File: config.mk
export PLATFORM = sky130hd
export DESIGN_NAME = piso_serializer
export DESIGN_NICKNAME = d
export VERILOG_FILES = /design/src/rtl/piso_serializer.sv
export SDC_FILE = /design/constraint.sdc
export NUM_CORES = 1
export LEC_CHECK = 0
export BUFFER_PORTS_ARGS = -buffer_cell sky130_fd_sc_hd__buf_2
export CORE_AREA = 2 2 39 41
export DETAILED_ROUTE_END_ITERATION = 10
export DIE_AREA = 0 0 41 43
export GPL_ROUTABILITY_DRIVEN = 0
export GPL_TIMING_DRIVEN = 0
export MAX_ROUTING_LAYER = met4
export PLACE_DENSITY = 0.5
export SETUP_SLACK_MARGIN = 0.5
export SLEW_MARGIN = 25
export SYNTH_ARGS = -nofsm -noshare
export SYNTH_HDL_FRONTEND = slang
export SYNTH_SLANG_ARGS = --single-unit
File: constraint.sdc
create_clock -name clk -period 3.85 [get_ports clk]
set_clock_uncertainty 0.2 [all_clocks]
set_input_delay 0.1925 -clock clk [delete_from_list [all_inputs] [get_ports clk]]
set_output_delay 0.1925 -clock clk [all_outputs]
set_load 0.02 [all_outputs]
File: src/rtl/piso_serializer.sv
// Parallel-in, serial-out transmitter: accepts a WIDTH-bit word over valid/ready
// and shifts it out one bit per clock with first/last bit framing strobes.
module piso_serializer #(
  parameter int WIDTH     = 4,
  parameter bit MSB_FIRST = 1'b1
) (
  input  logic             clk,
  input  logic             clear,
  input  logic             load_valid,
  input  logic [WIDTH-1:0] data_in,
  output logic             load_ready,
  output logic             ser_out,
  output logic             ser_valid,
  output logic             frame_start,
  output logic             last_bit
);

  localparam int            CW   = $clog2(WIDTH);
  localparam logic [CW-1:0] LAST = CW'(WIDTH - 1);

  typedef enum logic {
    IDLE,
    SHIFT
  } state_t;

  state_t           state;
  logic [WIDTH-1:0] shreg;
  logic [CW-1:0]    cnt;
  logic             at_last;
  logic             accept;

  // Ready also on the final bit so a waiting word follows with no idle gap.
  assign at_last    = (state == SHIFT) && (cnt == LAST);
  assign load_ready = (state == IDLE) || at_last;
  assign accept     = load_valid && load_ready;

  always_ff @(posedge clk or negedge clear) begin
    if (!clear) begin
      state <= IDLE;
      shreg <= '0;
      cnt   <= '0;
    end else if (accept) begin
      state <= SHIFT;
      shreg <= data_in;
      cnt   <= '0;
    end else if (at_last) begin
      state <= IDLE;
      shreg <= '0;
      cnt   <= '0;
    end else if (state == SHIFT) begin
      shreg <= MSB_FIRST ? {shreg[WIDTH-2:0], 1'b0} : {1'b0, shreg[WIDTH-1:1]};
      cnt   <= cnt + CW'(1);
    end
  end

  // The shift register is zero whenever idle, so ser_out needs no state gating.
  assign ser_out     = MSB_FIRST ? shreg[WIDTH-1] : shreg[0];
  assign ser_valid   = (state == SHIFT);
  assign frame_start = (state == SHIFT) && (cnt == '0);
  assign last_bit    = at_last;

endmodule

==> results.txt, run 1 <==
----------------------------------------------------
[Synth]
  Number of instances in the synthesized netlist ... 37
  Syn Area/Cell ... 10.6 sq um
  Share of the synthesized area in the top cell type ... between 40% and 50%
  Count of state elements after synthesis ... 7
  Dominant cells by area after synthesis ... dfrtp_1 45%, mux2i_1 10%, o221ai_1 6.7%
  Yosys warns ... 0
  Mapped Nets ... 46
  Register area share after synthesis ... about 45%
  Synth Area in Adders ... between 6 and 7%
  Area fraction in and, or, nand and nor cells after synthesis ... 16.3%
  Xor/xnor cell area share of the yosys netlist ... 0%
  Netlist area before placement ... a little under 400 sq um
  Compound-cell area share of the yosys netlist ... roughly 13%
  Mux contribution to synthesized area ... 10.2%
  Yosys cell types ... 16
  Library cell occupying the most area in the post-synthesis netlist ... dfrtp_1
  Largest family of logic cells by synthesized area ... simple AND/OR/NAND/NOR gates

[STA]
  Worst-case headroom to the max-slew limit ... 82.4%
  Pin slew with the least headroom to its limit ... around 0.26 ns
  Setup Viol. Count Final ... 0
  Upper clock frequency limit ... approximately 0.54 GHz
  Part of the cycle the worst path needs ... ~48%
  Endpoints failing hold ... 0
  Time the final worst path needs with I/O delays and setup ... ~1.9 ns
  Total negative setup slack ... 0 ns
  Setup repair after global routing missed its margin ... false
  Pins Over Slew Limit ... 0

[Clock network]
  Clock slew seen by the registers of the worst setup and hold paths ... 0.05 ns
  TritonCTS Sinks ... 7
  CTS tree ... done
  H-tree depth reported by CTS ... 1
  Clock Tree Root ... clkbuf_4
  Hold buffer count at CTS ... 2
  CTS Buf Count ... 3
  Clock insertion delay at the later pin of the skew report ... ~0.25 ns
  Number of gates resized after cts ... 0
  # Post-CTS Setup Buffers ... 0
  Largest buffer count on any clock path ... 2

[Critical path]
  Worst flop-to-flop path startpoint ... cnt[0]$_DFFE_PN0P_
  Worst path buffer plus inverter count ... 1
  Slowest stage delay, CP ... roughly 0.40 ns
  Required time at the worst-slack endpoint ... about 3.5 ns
  Family with the most delay on the worst path ... flip-flops
  Critical-path cell with the highest stage delay ... dfrtp_1
  R2r setup slk ... around 2.3 ns
  Kind of capture point of the worst setup path ... primary output
  Data arrival at the endpoint of the critical path ... around 1.5 ns
  Cells along the critical path ... ha_1 > nand2b_1 > buf_2
  Highest fanout seen on the critical path ... 7
  Critical path start-end classification ... reg -> out
  Worst R2R Path Depth ... 3
  Startpoint Class ... flop
  Endpoint of the most critical register-to-register path ... shreg[1]$_DFFE_PN0P_

[Pwr]
  Net Sw Power ... approximately 0.15 mW
  Share of total power in combinational logic ... 48.4%
  Sequential Power Share ... roughly a third
  Internal Dissipation ... between 0.2 and 0.25 mW
  Standby leakage power ... roughly 0.25 nW
  Switching portion of total power ... between 30 and 40%
  Pwr/cell area ... roughly 710 nW/um^2
  Peak supply drop ... 317 uV
  Part of the power in the clock network ... 17.8%

[Final layout]
  Growth of design area from synthesis to finish ... 31.0%
  Share of post-route cells with drive strength above 1 ... between 30% and 40%
  Most frequent standard cell in the layout excluding fill and tap cells ... buf_2
  Antenna Diode Count ... 0
  Count of fill cells added during filler insertion ... between 100 and 150
  Nets ... 64
  Utilization after layout ... between 30% and 40%
  Top library cells by usage in the layout, fill and taps aside ... 11 x buf_2, 7 x dfrtp_1, 5 x inv_1, 4 x mux2i_1, 4 x nand3_1

[Drt]
  DRC ... 0
  Starting DRT DRC Count ... 3
  Drt pass-1 iters ... 2
  Routed vias ... approximately 320
  Final routed wirelength across all metal layers ... approximately 770 um
  Wirelength per Cell ... approximately 11 um
  Vias per inst ... around 4.6
  ANT nets after route ... 0

[Hold path]
  Worst min-delay path endpoint ... shreg[0]$_DFFE_PN0P_
  Hold crit path type ... in -> reg
  HP Start ... data_in[0]
  Hold depth ... 3

[Outcome]
  Outcome ... finished clean

[Global route]
  Number of global-route vias before repair ... 334
  Remaining global-route overflow ... 0
  Global-route wire length before repair ... ~1300 um
  Largest net degree at the start of global routing ... 11
  All-layer global routing usage ... ~11%
  Number of antenna violations at the first check in global routing ... 0

[Floorplanning]
  Core Area ... about 1400 sq um
  Die extent in y ... 43 um
  Initial Util ... 28.3%
  Total I/O pin count ... 12
  Chip Width ... between 40 and 50 um
  Number of cell rows ... 14
  Total Die Area ... ~1800 sq um

[Placed design]
  Post-DP HPWL ... 570 um
  Port Buffers ... 11

[Flow run]
  Max-capacitance violation count ... 0

----------------------------------------------------
per-stage QoR:
stage | cells | setup slack [ns] | total power [mW] | hold slack, ns | cell area [sq um]
floorplan | 37 | 2.37 | 0.252 | -0.303 | 392
global placement | 64 | 2.24 | 0.303 | -0.163 | 467
detailed placement | 64 | 2.25 | 0.305 | -0.162 | 467
CTS | 70 | 1.98 | 0.373 | 0.00949 | 513
global route | 70 | 1.86 | 0.401 | 0.0145 | 513
finish | 70 | 1.99 | 0.367 | 0.0156 | 513
Yosys cell counts (all sizes together):
master	instances
dfrtp	7
inv	5
mux2i	4
nand3	4
o221ai	3
and2	2
buf	2
ha	2
nand2b	2
o21ai	2
a32o	1
nand2	1
nor2	1
or3b	1
worst register-to-register path: stages (launching register included):
cell,delay [ns]
dfrtp_1,0.41
ha_1,0.31
nand2b_1,0.27
o221ai_1,0.23
state kept, by name, summed over array words and instances, names as in the netlist:
register	cells
cnt	2
ser_valid	1
shreg	4
cell type report:
| cell class | instances | area (sq um) | share of cell area, % |
|---|---|---|---|
| Inverter | 5 | 18.8 | 3.66 |
| Tap cell | 16 | 20.0 | 3.90 |
| Clock buffer | 4 | 26.3 | 5.12 |
| Multi-Input combinational cell | 23 | 179 | 34.9 |
| Buffer | 2 | 18.8 | 3.66 |
| Timing Repair Buffer | 13 | 75.1 | 14.6 |
| Sequential cell | 7 | 175 | 34.1 |
power groups by stage:
stage	Clock (mW)	Sequential [mW]	Combinational, mW
4_1_cts	0.0675	0.124	0.181
6_report	0.0652	0.124	0.177
5_1_grt	0.0722	0.128	0.201
2_1_floorplan	0	0.133	0.119
3_3_place_gp	0	0.125	0.178
3_5_place_dp	0	0.125	0.179
worst max path at each step:
stage	slack [ns]	cells after the start	from	to
3_5_place_dp	2.25	3	cnt[0]$_DFFE_PN0P_	load_ready
5_1_grt	1.86	3	cnt[0]$_DFFE_PN0P_	load_ready
4_1_cts	1.98	3	cnt[0]$_DFFE_PN0P_	load_ready
2_1_floorplan	2.37	3	cnt[0]$_DFFE_PN0P_	shreg[1]$_DFFE_PN0P_
6_report	1.99	3	cnt[0]$_DFFE_PN0P_	load_ready
3_3_place_gp	2.24	3	cnt[0]$_DFFE_PN0P_	load_ready
cells by family (layout without fill, tap and decap cells):
group,count (synthesis),in the layout
muxes,4,4
adders and majority gates,2,2
AOI/OAI and AO/OA,6,6
buffers and inverters,7,24
and+or+nand+nor,11,11
DFF,7,7
routing by layer:
layer	vias to the layer above	global-route usage [%]	wire length (um)	part of all wire, %
li1	165	-	-	-
met1	146	14.5	346	45
met2	10	15.6	360	47
met3	0	6.28	62	8.1
met4	0	2.00	0	0
met5	-	-	0	0
(Power assumes the default switching activity.)
==> inputs of run 2 (changes only) <==
==> constraint.sdc (replaced) <==
create_clock -name clk -period 1.88 [get_ports clk]
set_clock_uncertainty 0.2 [all_clocks]
set_input_delay 0.094 -clock clk [delete_from_list [all_inputs] [get_ports clk]]
set_output_delay 0.094 -clock clk [all_outputs]
set_load 0.02 [all_outputs]
==> run 2 against run 1 <==
  * Sequential cell count is the same
  * Critical path depth grew 1
  * Clock power grew 100%
  * Largest cell class unchanged
  * Sequential share of layout area shrank 5.9 points
  * Final area grew 21%
  * Final cell count grew 10%
  * Largest power group unchanged
==> results.txt, run 2 (synthesis results as in run 1) <==
----------------------------------------------------
[Critical path]
  Critical-path cell with the highest stage delay ... dfrtp_1
  Worst R2R Path Depth ... 4 (+1)
  Critical path start-end classification ... reg -> out
  Required time at the worst-slack endpoint ... 1.59 ns (-1.87 ns)
  Endpoint of the most critical register-to-register path ... shreg[1]$_DFFE_PN0P_
  Worst path buffer plus inverter count ... 2 (+1)
  Worst flop-to-flop path startpoint ... cnt[1]$_DFFE_PN0P_
  Data arrival at the endpoint of the critical path ... 1.14 ns (-0.33 ns)
  Highest fanout seen on the critical path ... 3 (-4)
  Slowest stage delay, CP ... 0.41 ns (about the same)
  R2r setup slk ... 0.50 ns (-1.83 ns)
  Kind of capture point of the worst setup path ... primary output
  Family with the most delay on the worst path ... flip-flops
  Levels on crit path ... 4 (+1)
  Startpoint Class ... flop
  Cells along the critical path ... inv_1 > ha_2 > and2_4 > buf_6
  Destination of the critical timing path ... frame_start
  Beginning of the critical path ... cnt[1]$_DFFE_PN0P_

[Floorplanning]
  Chip Width ... 41 um (unchanged)
  Number of cell rows ... 14 (unchanged)
  Total Die Area ... 1760 sq um (unchanged)
  Core Area ... 1380 sq um (unchanged)
  Total I/O pin count ... 12 (unchanged)
  Die extent in y ... 43 um (unchanged)
  Initial Util ... 28.3% (unchanged)

[Drt]
  ANT nets after route ... 0 (unchanged)
  Routed vias ... 349 (+8.7%)
  Starting DRT DRC Count ... 3 (unchanged)
  Vias per inst ... 4.53 (-1.2%)
  Drt pass-1 iters ... 4 (+2)
  Wirelength per Cell ... 11.0 um (about the same)
  DRC ... 0 (unchanged)
  Final routed wirelength across all metal layers ... 846 um (+10%)

[Final layout]
  Count of fill cells added during filler insertion ... 131 (-8.4%)
  Share of post-route cells with drive strength above 1 ... 41.0% (+5.8 points)
  Growth of design area from synthesis to finish ... 58.1%
  Top library cells by usage in the layout, fill and taps aside ... 8 x buf_2, 7 x dfrtp_1, 6 x dlygate4sd3_1, 5 x inv_1
  Final Instance Count excl. Fillers ... 77 (+10%)
  Nets ... 71 (+11%)
  Most frequent standard cell in the layout excluding fill and tap cells ... buf_2
  Register bank with the most flops ... shreg
  Antenna Diode Count ... 0 (unchanged)
  Number of flip-flops under the largest register name ... 4 (unchanged)

[Clock network]
  CTS tree ... done
  H-tree depth reported by CTS ... 1 (unchanged)
  Largest buffer count on any clock path ... 2 (unchanged)
  Clock insertion delay at the later pin of the skew report ... 0.25 ns (about the same)
  CTS Buf Count ... 3 (unchanged)
  TritonCTS Sinks ... 7 (unchanged)
  Clock slew seen by the registers of the worst setup and hold paths ... 0.05 ns (about the same)
  Clock Tree Root ... clkbuf_4

[STA]
  Setup repair after global routing missed its margin ... true
  Endpoints failing hold ... 0 (unchanged)
  Upper clock frequency limit ... around 0.70 GHz
  Part of the cycle the worst path needs ... between 70% and 80%
  Worst-case headroom to the max-slew limit ... 88.2% (+5.9 points)
  Pin slew with the least headroom to its limit ... 0.176 ns (-0.0880 ns)
  Hold_ws ... 0.00309 ns (-0.0125 ns)
  Pins Over Slew Limit ... 0 (unchanged)
  Total negative setup slack ... 0 ns (unchanged)
  Setup Viol. Count Final ... 0 (unchanged)
  Time the final worst path needs with I/O delays and setup ... 1.43 ns

[Placed design]
  Port Buffers ... 11 (unchanged)
  Post-DP HPWL ... 538 um (-5.6%)
  Cells after DPL ... 64 (unchanged)

[Global route]
  Number of global-route vias before repair ... 332 (-0.60%)
  Remaining global-route overflow ... 0 (unchanged)
  Number of antenna violations at the first check in global routing ... 0 (unchanged)
  Largest net degree at the start of global routing ... 11 (unchanged)
  All-layer global routing usage ... 12.3% (+1.0 points)
  Global-route wire length before repair ... 1400 um (+6.8%)

[Pwr]
  Pwr/cell area ... 1470 nW/um^2 (+110%)
  Power consumption ... 0.910 mW (+150%)
  Standby leakage power ... 0.293 nW (+15%)
  Peak supply drop ... 702 uV (+120%)

[Flow run]
  Max-capacitance violation count ... 0 (unchanged)

[Outcome]
  Outcome ... finished clean

[Hold path]
  Hold crit path type ... in -> async

----------------------------------------------------
-- run 2: cell types whose count changed in the layout (fill, tap and decap cells not counted), sizes merged --
| cell | previous run | this run |
|---|---|---|
| buf | 13 | 16 |
| dlygate4sd3 | 2 | 6 |
-- run 2: final cells by class --
class                      instances  area (sq um)  share of cell area, %
multi-input combinational         23           204                   32.9
tap                               16          20.0                   3.23
buffer                             2          18.8                   3.03
clock buffer                       4          26.3                   4.24
sequential                         7           175                   28.3
inverter                           5          18.8                   3.03
timing repair buffer              20           156                   25.3
-- run 2: timing repair --
action | CTS | global route
setup buffers | 3 | 0
endpoints found under the setup margin | 6 | 6
endpoints found under the hold margin | 12 | 0
pin swaps | 4 | 1
gates resized for setup | 11 | 0
hold buffers | 6 | 0
-- run 2: worst register-to-register path, cell delays in order (launching register included) --
cell and delay, ns:
dfrtp_1 0.42, ha_4 0.19, nand2b_4 0.14, buf_4 0.15, o221ai_1 0.18
-- run 2: worst min path at each step --
stage	startpoint	end	slack [ns]	depth (start not counted)
after floorplan	clear	cnt[0]$_DFFE_PN0P_	-0.40	0
after global placement	clear	ser_valid$_DFFE_PN0P_	-0.26	1
after detailed placement	clear	cnt[1]$_DFFE_PN0P_	-0.27	1
after CTS	clear	cnt[1]$_DFFE_PN0P_	0.004	2
after global routing	clear	cnt[1]$_DFFE_PN0P_	0.03	2
final	clear	ser_valid$_DFFE_PN0P_	0.003	2
-- run 2: where the power goes --
part           switching, mW  total (mW)  internal, mW
clock                 0.0517       0.132        0.0808
sequential            0.0467       0.259         0.213
combinational          0.238       0.518         0.280
total                  0.337       0.910         0.573
-- run 2: metal layers --
| layer | routed length, um | share of wire [%] | global-route usage (%) | up-vias |
|---|---|---|---|---|
| met5 | 0 | 0 | - | - |
| met1 | 385 | 46 | 14.2 | 160 |
| met4 | 7 | 0.83 | 4.00 | 0 |
| met3 | 35 | 4.1 | 6.28 | 2 |
| met2 | 418 | 49 | 18.1 | 9 |
| li1 | - | - | - | 178 |
-- run 2: through the flow --
stage | util [%] | setup WS, ns | area [sq um]
after floorplan | - | 0.568 | 399
after CTS | 44.8 | 0.435 | 619
after detailed placement | 34.3 | 0.497 | 474
final | 44.8 | 0.450 | 619
after global placement | 34.3 | 0.489 | 474
after global routing | 44.8 | 0.402 | 619
==> inputs of run 3 (changes only) <==
--- a/config.mk
+++ b/config.mk
@@ -12,7 +12,7 @@
 export GPL_ROUTABILITY_DRIVEN = 0
 export GPL_TIMING_DRIVEN = 0
 export MAX_ROUTING_LAYER = met4
-export PLACE_DENSITY = 0.5
+export PLACE_DENSITY = 0.52
 export SETUP_SLACK_MARGIN = 0.5
 export SLEW_MARGIN = 25
 export SYNTH_ARGS = -nofsm -noshare
==> constraint.sdc (replaced) <==
create_clock -name clk -period 1.3 [get_ports clk]
set_clock_uncertainty 0.2 [all_clocks]
set_input_delay 0.065 -clock clk [delete_from_list [all_inputs] [get_ports clk]]
set_output_delay 0.065 -clock clk [all_outputs]
set_load 0.02 [all_outputs]
==> run 3 against run 2 <==
  * Critical path depth shrank 1
  * Via count decreased by 1.4%
  * Global-route usage is 0.55 points higher
  * Largest power group unchanged
  * The run now ends with negative hold slack, negative setup slack left
==> results.txt, run 3 (synthesis results as in run 1) <==
----------------------------------------------------
[Clock network]
  CTS tree ... done
  Clock Tree Root ... clkbuf_4
  CTS Buf Count ... 3 (unchanged)
  H-tree depth reported by CTS ... 1 (unchanged)
  Hold buffer count at CTS ... 1 (-5)
  Clock slew seen by the registers of the worst setup and hold paths ... 0.05 ns (about the same)
  TritonCTS Sinks ... 7 (unchanged)
  Largest buffer count on any clock path ... 2 (unchanged)
  Clock insertion delay at the later pin of the skew report ... 0.25 ns (about the same)

[STA]
  Pin slew with the least headroom to its limit ... 0.175 ns (-0.000958 ns)
  Setup repair after global routing missed its margin ... true
  Upper clock frequency limit ... 0.706 GHz
  Setup Viol. Count Final ... 7 (+7)
  Pins Over Slew Limit ... 0 (unchanged)
  Endpoints failing hold ... 12 (+12)
  Worst-case headroom to the max-slew limit ... 88.0% (-0.27 points)
  Part of the cycle the worst path needs ... 109%
  Hold_ws ... -0.125 ns (-0.129 ns)
  Time the final worst path needs with I/O delays and setup ... ~1.4 ns
  Fin worst setup slack ... -0.117 ns (-0.567 ns)

[Final layout]
  Nets ... 68 (-4.2%)
  Antenna Diode Count ... 0 (unchanged)
  Register area ... 178 sq um (+1.4%)
  Share of post-route cells with drive strength above 1 ... 67.2% (+26 points)
  Number of flip-flops under the largest register name ... 4 (unchanged)
  Growth of design area from synthesis to finish ... 66.8%
  Final Instance Count excl. Fillers ... 74 (-3.9%)
  Multi-input gate area in the final layout ... 254 sq um (+25%)
  Register bank with the most flops ... shreg
  Design area ... 653 sq um (+5.5%)
  Top library cells by usage in the layout, fill and taps aside ... 7 x buf_6, 6 x buf_2, 5 x buf_4, 5 x dfrtp_1, 4 x mux2i_1
  Count of fill cells added during filler insertion ... 131 (unchanged)
  Most frequent standard cell in the layout excluding fill and tap cells ... buf_6

[Drt]
  ANT nets after route ... 0 (unchanged)
  DRC ... 0 (unchanged)
  Starting DRT DRC Count ... 3 (unchanged)
  Drt pass-1 iters ... 2 (-2)
  Wirelength per Cell ... 11.9 um (+8.5%)
  Routed vias ... 344 (-1.4%)
  Vias per inst ... 4.65 (+2.6%)
  Final routed wirelength across all metal layers ... 882 um (+4.3%)

[Pwr]
  Power consumption ... 1.51 mW (+66%)
  Pwr/cell area ... 2310 nW/um^2 (+58%)
  Standby leakage power ... 0.292 nW (-0.16%)
  Peak supply drop ... 1020 uV (+45%)

[Floorplanning]
  Total I/O pin count ... 12 (unchanged)
  Die extent in y ... 43 um (unchanged)
  Total Die Area ... 1760 sq um (unchanged)
  Core Area ... 1380 sq um (unchanged)
  Chip Width ... 41 um (unchanged)
  Number of cell rows ... 14 (unchanged)
  Initial Util ... 28.3% (unchanged)

[Global route]
  Largest net degree at the start of global routing ... 11 (unchanged)
  Met3 track utilization from global routing ... 6.28% (unchanged)
  Number of global-route vias before repair ... 338 (+1.8%)
  Layer with the highest usage ... met2
  Met1 track utilization from global routing ... 13.6% (-0.57 points)
  Grt met2 use ... 19.4% (+1.3 points)
  All-layer global routing usage ... 12.9% (+0.55 points)
  Global-route wire length before repair ... 1410 um (+0.50%)
  Number of antenna violations at the first check in global routing ... 0 (unchanged)
  Remaining global-route overflow ... 0 (unchanged)

[Outcome]
  Failing checks ... negative hold slack, negative setup slack
  Outcome ... finished with violations

[Critical path]
  Beginning of the critical path ... cnt[1]$_DFFE_PN0P_
  Data arrival at the endpoint of the critical path ... 1.15 ns (about the same)
  Highest fanout seen on the critical path ... 3 (unchanged)
  Startpoint Class ... flop
  Worst flop-to-flop path startpoint ... cnt[1]$_DFFE_PN0P_
  Required time at the worst-slack endpoint ... 1.03 ns (-0.56 ns)
  Critical path start-end classification ... reg -> out
  Kind of capture point of the worst setup path ... primary output

[Flow run]
  Max-capacitance violation count ... 0 (unchanged)

[Placed design]
  Cells after DPL ... 64 (unchanged)
  Post-DP HPWL ... 558 um (+3.6%)
  Port Buffers ... 11 (unchanged)
  Worst slack at placement ... 0.000435 ns (-0.497 ns)
  Cell area reported after detailed placement ... 488 sq um (+2.9%)

[Hold path]
  Hold crit path type ... in -> reg
  HP Start ... data_in[0]

----------------------------------------------------
## run 3: cell count changes in the layout (fill, tap and decap cells not counted), sizes merged
cell,delta
dlygate4sd3,-5
buf,+2
## run 3: worst max-delay path, stage by stage, from the launching register on
cell and delay, ns:
dfrtp_1 0.43, ha_4 0.19, nand2b_4 0.15, buf_6 0.13
## run 3: routing by layer
| layer | part of all wire, % | routed length (um) |
|---|---|---|
| met1 | 43 | 376 |
| met2 | 51 | 450 |
| met3 | 5.2 | 46 |
| met4 | 1.0 | 9 |
| met5 | 0 | 0 |
## run 3: path summary, 6_finish.rpt
| path | to | slack, ns | cells after the start |
|---|---|---|---|
| setup reg to reg | cnt[1]$_DFFE_PN0P_ | -0.06 | 5 |
| hold / removal | shreg[0]$_DFFE_PN0P_ | -0.13 | 3 |
| max in group asynchronous | ser_valid$_DFFE_PN0P_ | 0.76 | 2 |
| min in group asynchronous | shreg[3]$_DFFE_PN0P_ | -0.03 | 2 |
| hold reg to reg | shreg[0]$_DFFE_PN0P_ | 0.35 | 2 |
| setup / recovery | load_ready | -0.12 | 3 |
## run 3: layout make-up
cell class / instances / share of cell area, %
buffer: 2 / 2.87
clock buffer: 4 / 4.02
inverter: 5 / 2.87
multi-input combinational: 23 / 38.9
sequential: 7 / 27.2
tap: 16 / 3.07
timing repair buffer: 17 / 21.1
## run 3: per-stage QoR
step,util [%],TNS (ns)
after floorplan,-,0
after detailed placement,35.3,0
after global placement,35.3,0
after CTS,43.1,-0.510
final,47.2,-0.521
after global routing,47.2,-0.822
## run 3: power by group
group	total, mW	internal [mW]	switching (mW)
combinational	0.926	0.512	0.414
clock	0.195	0.117	0.0778
sequential	0.391	0.313	0.0779
## run 3: timing repair
item / 4_1_cts / 5_1_grt
pin swaps: 4 / 2
gates resized for setup: 15 / 12
endpoints found under the setup margin: 12 / 12
gates cloned: 0 / 0
endpoints found under the hold margin: 12 / 9
setup buffers: 4 / 1
